## src/rtl/compress_rd_arb.sv

```systemverilog
// Two-requester arbiter for a shared polynomial-memory read port with burst ownership
// and owner-tagged read-return pipe so returning data is flagged to the issuing requester.
module compress_rd_arb #(
   parameter int unsigned ADDR_W     = 14,
   parameter int unsigned MEM_RD_LAT = 1
) (
   input  logic              i_clk,
   input  logic              i_reset,
   input  logic              i_zeroize,
   input  logic              i_req0,
   input  logic              i_req1,
   input  logic              i_rd_en0,
   input  logic              i_rd_en1,
   input  logic [ADDR_W-1:0] i_addr0,
   input  logic [ADDR_W-1:0] i_addr1,
   output logic              o_gnt0,
   output logic              o_gnt1,
   output logic              o_mem_rd_en,
   output logic [ADDR_W-1:0] o_mem_rd_addr,
   output logic              o_rd_valid0,
   output logic              o_rd_valid1,
   output logic              o_err_ungranted
);

   typedef enum logic [1:0] {
      StIdle = 2'd0,
      StOwn0 = 2'd1,
      StOwn1 = 2'd2
   } arb_state_e;

   arb_state_e r_state;
   arb_state_e w_state_nxt;
   logic       r_last_owner;
   logic       w_clear;
   logic       w_owner;
   logic       w_illegal;
   logic       r_err;
   logic       r_vld_pipe [MEM_RD_LAT];
   logic       r_own_pipe [MEM_RD_LAT];

   assign w_clear = i_reset | i_zeroize;

   // State register; last_owner follows every entry into an ownership state.
   always_ff @(posedge i_clk) begin
      if (w_clear) begin
         r_state      <= StIdle;
         r_last_owner <= 1'b1;
      end else begin
         r_state <= w_state_nxt;
         if (w_state_nxt == StOwn0) begin
            r_last_owner <= 1'b0;
         end else if (w_state_nxt == StOwn1) begin
            r_last_owner <= 1'b1;
         end
      end
   end

   always_comb begin
      w_state_nxt = r_state;
      unique case (r_state)
         StIdle: begin
            if (i_req0 && i_req1) begin
               w_state_nxt = r_last_owner ? StOwn0 : StOwn1;
            end else if (i_req0) begin
               w_state_nxt = StOwn0;
            end else if (i_req1) begin
               w_state_nxt = StOwn1;
            end
         end
         StOwn0: begin
            if (!i_req0) begin
               w_state_nxt = i_req1 ? StOwn1 : StIdle;
            end
         end
         StOwn1: begin
            if (!i_req1) begin
               w_state_nxt = i_req0 ? StOwn0 : StIdle;
            end
         end
         default: w_state_nxt = StIdle;
      endcase
   end

   always_comb begin
      o_gnt0        = (r_state == StOwn0);
      o_gnt1        = (r_state == StOwn1);
      w_owner       = (r_state == StOwn1);
      o_mem_rd_en   = (o_gnt0 & i_rd_en0) | (o_gnt1 & i_rd_en1);
      o_mem_rd_addr = '0;
      if (o_gnt0) begin
         o_mem_rd_addr = i_addr0;
      end else if (o_gnt1) begin
         o_mem_rd_addr = i_addr1;
      end
      w_illegal = (i_rd_en0 & ~o_gnt0) | (i_rd_en1 & ~o_gnt1);
   end

   // Tag pipe: each issued read carries its owner so handover cannot misroute returns.
   always_ff @(posedge i_clk) begin
      if (w_clear) begin
         for (int i = 0; i < MEM_RD_LAT; i++) begin
            r_vld_pipe[i] <= 1'b0;
            r_own_pipe[i] <= 1'b0;
         end
         r_err <= 1'b0;
      end else begin
         r_vld_pipe[0] <= o_mem_rd_en;
         r_own_pipe[0] <= w_owner;
         for (int i = 1; i < MEM_RD_LAT; i++) begin
            r_vld_pipe[i] <= r_vld_pipe[i-1];
            r_own_pipe[i] <= r_own_pipe[i-1];
         end
         r_err <= r_err | w_illegal;
      end
   end

   assign o_rd_valid0     = r_vld_pipe[MEM_RD_LAT-1] & ~r_own_pipe[MEM_RD_LAT-1];
   assign o_rd_valid1     = r_vld_pipe[MEM_RD_LAT-1] & r_own_pipe[MEM_RD_LAT-1];
   assign o_err_ungranted = r_err;

endmodule

```

## config.mk

```make
export PLATFORM = sky130hd
export DESIGN_NAME = compress_rd_arb
export DESIGN_NICKNAME = d
export VERILOG_FILES = /design/src/rtl/compress_rd_arb.sv
export SDC_FILE = /design/constraint.sdc
export NUM_CORES = 1
export LEC_CHECK = 0
export CAP_MARGIN = 40
export CELL_PAD_IN_SITES_DETAIL_PLACEMENT = 1
export CELL_PAD_IN_SITES_GLOBAL_PLACEMENT = 1
export CORE_AREA = 2 2 60 62
export CTS_CLUSTER_SIZE = 16
export DETAILED_ROUTE_END_ITERATION = 10
export DIE_AREA = 0 0 62 64
export HOLD_SLACK_MARGIN = 0.15
export PLACE_DENSITY = 0.71
export SLEW_MARGIN = 15
export SYNTH_ARGS = -nofsm -noshare
export SYNTH_HDL_FRONTEND = slang
export SYNTH_SLANG_ARGS = --single-unit
```

## constraint.sdc

```tcl
create_clock -name i_clk -period 1.28 [get_ports i_clk]
set_input_delay 0.256 -clock i_clk [delete_from_list [all_inputs] [get_ports i_clk]]
set_output_delay 0.256 -clock i_clk [all_outputs]
set_load 0.01 [all_outputs]
```

Word level (Yosys, flattened, before mapping)
Memories as Yosys holds them, arrays and structs flattened.
Index checks and enable logic that the tools add are counted.
{"block": "totals", "regBits": 4, "mem_bits_rw": 2, "output_inout_bits": 20, "memories": 2}
{"memory": "r_own_pipe", "words": 1, "word_bits": 1, "rd": 1, "rd_clocked_by_memory_dff": 0, "write_ports": 1, "line_no": "39", "rtl": "logic r_own_pipe [MEM_RD_LAT];"}
{"memory": "r_vld_pipe", "words": 1, "word_bits": 1, "rd": 1, "rd_clocked_by_memory_dff": 0, "write_ports": 1, "line_no": "38", "rtl": "logic r_vld_pipe [MEM_RD_LAT];"}
{"block": "classes", "eq_ne": 4, "n_mux": 20, "bitwise_logic": 13, "reduce_logical": 5}
{"cell": "two-way mux 14 bit", "count": 2}
{"cell": "two-way mux 2 bit", "count": 7}
{"cell": "two-way mux 1 bit", "count": 10}
{"cell": "bitwise AND 1 bit", "count": 6}
{"cell": "case mux 2 bit (3 select lines)", "count": 1}
{"cell": "== test 2 x 1 -> 1 bit (second input constant)", "count": 2}
{"cell": "== test 2 bit (second input constant)", "count": 2}
{"cell": "OR 1 bit", "count": 4}
{"cell": "NOT 1 bit", "count": 3}
{"cell": "logical NOT 2 bit", "count": 1}
{"cell": "nonzero test 2 bit", "count": 1}
{"cell": "OR reduction 1 bit", "count": 2}
{"cell": "logical AND 1 bit", "count": 1}

Logic depth before layout (Yosys ltp)
Gate-level depths: netlist of the first run.
{"block": "logic_depth", "depth_word": 7, "depth_mapped": 7, "mapped_depth_nobuf": 7}

Worst setup path before layout of the first run
Ideal clock, no wire load.
{"block": "synth_path", "path_type": "flip-flop to flip-flop", "from": "register r_state[0]", "to": "register r_last_owner", "arrival_time_ns": 1.123, "t_required_ns": 1.158, "path_slack_ns": 0.035, "path_stages_with_launch": 7, "cell_sequence": "dfxtp_1 > nor2_1 > o22ai_1 > and2_1 > ha_1 > mux2i_1 > nand2_1"}
{"block": "synth_via", "elab_chain_len": 6, "elab_cells_between_ends": 13, "cone_classes": "eq/ne: 4; mux: 7; reduce/logical: 2"}
{"item": "start, declared", "line_no": "31", "rtl": "arb_state_e r_state;"}
{"item": "start signal, assigned", "line_no": "46", "rtl": "r_state <= StIdle;"}
{"item": "start signal, assigned", "line_no": "49", "rtl": "r_state <= w_state_nxt;"}
{"item": "two-way mux 2 bit", "line_no": "66", "rtl": "end else if (i_req1) begin"}
{"item": "two-way mux 2 bit", "line_no": "64", "rtl": "end else if (i_req0) begin"}
{"item": "two-way mux 2 bit", "line_no": "62", "rtl": "if (i_req0 && i_req1) begin"}
{"item": "case mux 2 bit (3 select lines) *", "line_no": "60", "rtl": "unique case (r_state)"}
{"item": "net w_state_nxt[0]", "line_no": "32", "rtl": "arb_state_e w_state_nxt;"}
{"item": "== test 2 x 1 -> 1 bit or == test 2 bit (tied branches)", "line_no": "50, 52"}
{"item": "two-way mux 1 bit or nonzero test 2 bit (tied branches)"}
{"item": "end signal, assigned", "line_no": "47", "rtl": "r_last_owner <= 1'b1;"}
{"item": "end signal, assigned", "line_no": "51", "rtl": "r_last_owner <= 1'b0;"}
{"item": "end signal, assigned", "line_no": "53", "rtl": "r_last_owner <= 1'b1;"}
{"item": "end, declared", "line_no": "33", "rtl": "logic r_last_owner;"}
Mark *: on every way through the listed nets, which the timed path passes. The rest lies on a longest branch.
A chain may end at the register's enable or synchronous reset.

Worst setup path after layout of the first run
{"block": "layout_path", "from": "register r_state[1]", "to": "output o_mem_rd_addr[10]"}
{"block": "layout_via", "elab_chain_len": 3, "elab_cells_between_ends": 4, "cone_classes": "eq/ne: 2; mux: 2"}
{"item": "== test 2 bit", "line_no": "86", "rtl": "o_gnt1 = (r_state == StOwn1);"}
{"item": "two-way mux 14 bit", "line_no": "92", "rtl": "end else if (o_gnt1) begin"}
{"item": "two-way mux 14 bit *", "line_no": "90", "rtl": "if (o_gnt0) begin"}
{"item": "end, declared", "line_no": "19", "rtl": "output logic [ADDR_W-1:0] o_mem_rd_addr,"}
Every way passes the cells marked *; elsewhere a longest branch is shown, timed or not.

==> metrics, run 1 <==
status=finished with violations; failing checks=negative setup slack; GRT Residual Overflow=0; post-synthesis register bit count=6; Worst setup EP type=output port; min-delay worst type=flip-flop to flip-flop; Ys Warns=0; placed cells=150; final setup margin=-0.259 ns; Max Clock Skew=0.00159 ns; core area=3280 µm²; final non-filler cell area=1130 µm²; ANT cells=0; Setup crit start kind=flip-flop; layout cells sized above 1=42.2%; CTS H-tree depth=1; vias in the first global route=719; Met1 Wirelength=748 µm; worst vdd ir=0.000174 V; Post-Place Cell Area=1040 µm²; Layout Area Growth over Synthesis=176%; Initial DRT Pass Iterations=4; Vias=670; antenna-violating nets left=0; setup violators final=18; latest clock arrival within the worst-skew pair=0.24 ns; Max clock buf depth=2; Mapped Nets=82; Mapped Area=412 µm²; Synth cell types=19; routability cong.=0.660; Syn Area/Cell=8.95 µm²; power density cells=569 nW/µm²; Layout Cells excl Fill=162; Final nets=154; top layer in use=met3; Total GRT Usage=11.5%; largest net degree at the start of global routing=9; Worst-path clk slew=0.04 ns; leakage power=0.524 nW; fin util=34.6%; Routed met2 length=1220 µm; CTS root buffer=clkbuf_4; Routed wire per std cell=15.0 µm; Tightest Pin Transition=0.278 ns; max cap viols=0; Max-slew headroom=81.4%; Seq/Total Area, Yosys=29.2%; Mapped Cells=46; WS Path Type=flip-flop to output port; Inserted Clock Buffers=3; num ports=55; Initial Utilization=12.5%; first-pass GRT wire length=3330 µm; row cnt=21; Final period util=120%; # DRC=0; worst path required time=1.02 ns; Die Span X=62 µm; IO buf count=54; final worst path period need=1.54 ns; Final Max Tran Viols=0; met3 routed WL=458 µm; Hold Vio Cnt, Final=0; critical path arrival=1.28 ns; Avg Vias per Cell=4.14; Detail Placement HPWL=1840 µm; final wirelength=2420 µm; initial antenna violation count=0; die area=3970 µm²; Max FO, Critical Path=5; CTS tree=done; DRT iter0 DRCs=14; die height=64 µm; Clock Sinks=6; RSZ-0062 raised after global routing=yes; Fmax=650 MHz
## report_power, final
group	internal [mW]	switching, mW	leakage (nW)	total, mW
Clock	0.106	0.0637	0.0138	0.169
Combinational	0.179	0.0992	0.460	0.278
Sequential	0.193	0.00539	0.0501	0.199
Total	0.478	0.168	0.524	0.646
## synth_stat cells
| cell type | n | area share [%] |
|---|---|---|
| and2_1 | 2 | 3.0 |
| nor2_1 | 2 | 1.8 |
| inv_1 | 1 | 0.91 |
| nand2b_2 | 1 | 2.1 |
| buf_6 | 1 | 2.7 |
| mux2i_1 | 1 | 2.4 |
| and3_1 | 2 | 3.0 |
| o22ai_1 | 2 | 3.0 |
| nor2b_1 | 2 | 3.0 |
| and2_4 | 1 | 2.1 |
| dfxtp_1 | 6 | 29 |
| nor3_1 | 2 | 2.4 |
| buf_4 | 1 | 1.8 |
| nand2_1 | 2 | 1.8 |
| ha_1 | 1 | 3.0 |
| a22o_1 | 15 | 32 |
| a221oi_1 | 1 | 2.1 |
| inv_2 | 2 | 1.8 |
| nand2b_1 | 1 | 1.5 |
## worst max-delay path, stage by stage (launching register included)
cell and delay (ns):
dfxtp_2 0.32, nand2b_4 0.13, clkinvlp_4 0.12, buf_4 0.16, a22o_1 0.17, buf_2 0.13
## cell families (layout without fill, tap and decap cells)
kind of cell	Yosys count	after routing	synth area share (%)
AO/OA/AOI/OAI	18	18	37.1
AND/OR/NAND/NOR	15	15	21.0
flip-flops	6	6	29.2
buffers and inverters	5	75	7.30
adder cells (fa/ha/maj)	1	1	3.04
multiplexers	1	1	2.43
## area by class of cell
type	count	area, µm²
fill	392	2150
timing repair buffer	67	573
multi-input combinational	35	322
sequential	6	125
tap	46	57.6
clock buffer	3	22.5
inverter	3	21.3
timing repair inverter	2	13.8
## flip-flops by register name (all words and copies together) (netlist names)
register	flops
o_err_ungranted	1
r_vld_pipe	1
r_own_pipe	1
r_last_owner	1
r_state	2
## timing repair
item                       in CTS  in global routing
resized for setup              82                 12
pin swaps                      10                  5
setup endpoints to repair      21                 19
hold buffers                    0                  0
gates cloned                    2                  0
buffers inserted                7                  0
## layer usage
| layer | up-vias | global-route usage (%) |
|---|---|---|
| met1 | 301 | 9.52 |
| met4 | 0 | 4.79 |
| met2 | 49 | 22.5 |
| met5 | - | 0 |
| li1 | 320 | - |
| met3 | 0 | 4.45 |
## through the flow
step	hold slack, ns	setup WS [ns]	power [mW]	TNS, ns
after detailed placement	0.506	-0.457	0.458	-7.44
after floorplan	0.333	0.0350	0.274	0
final	0.578	-0.259	0.646	-3.61
after global placement	0.495	-0.453	0.453	-7.00
after CTS	0.514	-0.263	0.640	-3.87
after global routing	0.613	-0.322	0.687	-4.64
## final timing paths
path | cells past startpoint | end | slack (ns) | start
worst max-delay path | 5 | o_mem_rd_addr[10] | -0.26 | r_state[1]
worst min-delay path | 2 | r_last_owner | 0.58 | r_last_owner
worst max register to register | 7 | r_last_owner | -0.17 | r_state[0]
worst min register to register | 2 | r_last_owner | 0.58 | r_last_owner
## layout by cell type (no fill, tap or decap), drive strengths merged, types with 2 or more instances in the layout
master / n
and2: 3
clkbuf: 3
clkdlybuf4s15: 2
and3: 2
nand2b: 2
a22o: 15
dlygate4sd2: 2
nor3: 2
nor2: 2
inv: 4
dfxtp: 6
buf: 29
nor2b: 2
nand2: 2
clkdlybuf4s50: 34
o22ai: 2
(Power assumes the default switching activity.)
==> run 2, diff against run 1 <==
Settings changed: SETUP_SLACK_MARGIN set to 0.15.
==> metrics, run 2 (same netlist as run 1, synthesis figures left out) <==
status=finished with violations; failing checks=negative setup slack; Clock Sinks=6; reg2reg path depth=7; IO buf count=54; GRT Residual Overflow=0; initial antenna violation count=0; largest net degree at the start of global routing=9; final worst path period need=1.57 ns; critical path arrival=1.31 ns; power density cells=558 nW/µm²; most frequent cells in the layout=clkdlybuf4s50_1 (34), buf_2 (17), a22o_1 (15); Hold Vio Cnt, Final=0; Worst R2R End=r_last_owner; hold endpoint=o_err_ungranted; CTS tree=done; Layout Area Growth over Synthesis=184%; CTS H-tree depth=1; Routed wire per std cell=15.2 µm; final wirelength=2500 µm; Layout Cells excl Fill=165; setup violators final=18; Total GRT Usage=11.3%; Worst Hold Depth=2; leakage power=0.549 nW; Multi-input gate area=333 µm²; r2r startpoint=r_state[1]; setup tns final=-4.22 ns; Sw Ratio=25.9%; CTS root buffer=clkbuf_4; Inserted Clock Buffers=3; Int Pwr=0.483 mW; Max Clock Skew=0.00658 ns; max cap viols=0; Max FO, Critical Path=5; Sequential Power Share=30.6%; Final nets=157; Initial Utilization=12.5%; Gate power share=43.7%; vias in the first global route=759; RSZ-0062 raised after global routing=yes; worst path required time=1.02 ns; Setup crit start kind=flip-flop; Final period util=123%; Fmax=638 MHz; Avg Vias per Cell=4.28; Tightest Pin Transition=0.267 ns; placed cells=149; max reg flops=2; latest clock arrival within the worst-skew pair=0.24 ns; # DRC=0; routability cong.=0.636; number of fill cells in the layout=396; fin util=35.5%; Max clock buf depth=2; most common cell after layout, fill and taps aside=clkdlybuf4s50_1; Die Span X=62 µm; worst vdd ir=0.000221 V; die area=3970 µm²; Detail Placement HPWL=1720 µm; num ports=55; row cnt=21; DRT iter0 DRCs=28; setup slack, reg-to-reg=-0.17 ns; first-pass GRT wire length=3330 µm; Final Max Tran Viols=0; Vias=706; min-delay worst type=flip-flop to flip-flop; switching power=0.169 mW; die height=64 µm; WS Path Type=flip-flop to output port; final setup margin=-0.288 ns; layout cells sized above 1=47.1%; Initial DRT Pass Iterations=2; antenna-violating nets left=0; ANT cells=0; largest reg by FF count=r_state; Worst Hold Launch=o_err_ungranted; core area=3280 µm²; Worst-path clk slew=0.05 ns; storage element area=125 µm²; Max-slew headroom=82.2%; Worst setup EP type=output port; Clk pwr share=25.7%
[run 2: per-layer routing]
layer	vias to the layer above	global-route usage, %	wire length [µm]
met3	2	2.43	268
li1	325	-	-
met1	332	11.3	971
met4	0	3.19	14
met2	47	21.9	1250
met5	-	0	0
[run 2: worst max path at each step]
stage	startpoint	to	slack (ns)	depth (start not counted)
2_1_floorplan	r_state[0]	r_last_owner	0.06	6
3_5_place_dp	r_state[0]	o_mem_rd_en	-0.43	4
3_3_place_gp	i_rd_en1	o_mem_rd_en	-0.42	3
4_1_cts	r_state[1]	o_mem_rd_addr[10]	-0.29	5
6_report	r_state[1]	o_mem_rd_addr[1]	-0.29	5
5_1_grt	r_state[1]	o_mem_rd_addr[1]	-0.35	5
[run 2: layout make-up]
type	instances	area share, %
Multi-Input combinational cell	35	28.5
Sequential cell	6	10.7
Inverter	3	1.82
Clock buffer	3	1.93
Timing Repair inverter	2	1.39
Tap cell	46	4.93
Timing Repair Buffer	70	50.7
[run 2: what timing repair did]
item	CTS	global route
cloned	2	0
pin swaps	6	7
setup buffers	10	1
hold buffers	0	0
resized for setup	96	11
setup endpoints to repair	21	22
[run 2: power groups by stage]
stage	Clock, mW	Sequential, mW	Combinational (mW)
final	0.167	0.199	0.285
after global routing	0.193	0.200	0.305
after CTS	0.178	0.201	0.263
after detailed placement	0	0.202	0.248
after global placement	0	0.201	0.244
after floorplan	0	0.203	0.0715
[run 2: worst max-delay path: stages (launching register included)]
cell and delay, ns:
dfxtp_4 0.34, nand2b_4 0.14, clkinvlp_4 0.13, buf_4 0.16, a22o_1 0.17, buf_2 0.14
[run 2: metrics by stage]
| stage | instance area, µm² | power (mW) | setup WS, ns | hold WS (ns) |
|---|---|---|---|---|
| floorplan | 414 | 0.274 | 0.0611 | 0.333 |
| global placement | 1030 | 0.445 | -0.416 | 0.483 |
| detailed placement | 1030 | 0.450 | -0.432 | 0.526 |
| CTS | 1120 | 0.642 | -0.293 | 0.585 |
| global route | 1170 | 0.698 | -0.352 | 0.629 |
| finish | 1170 | 0.651 | -0.288 | 0.561 |
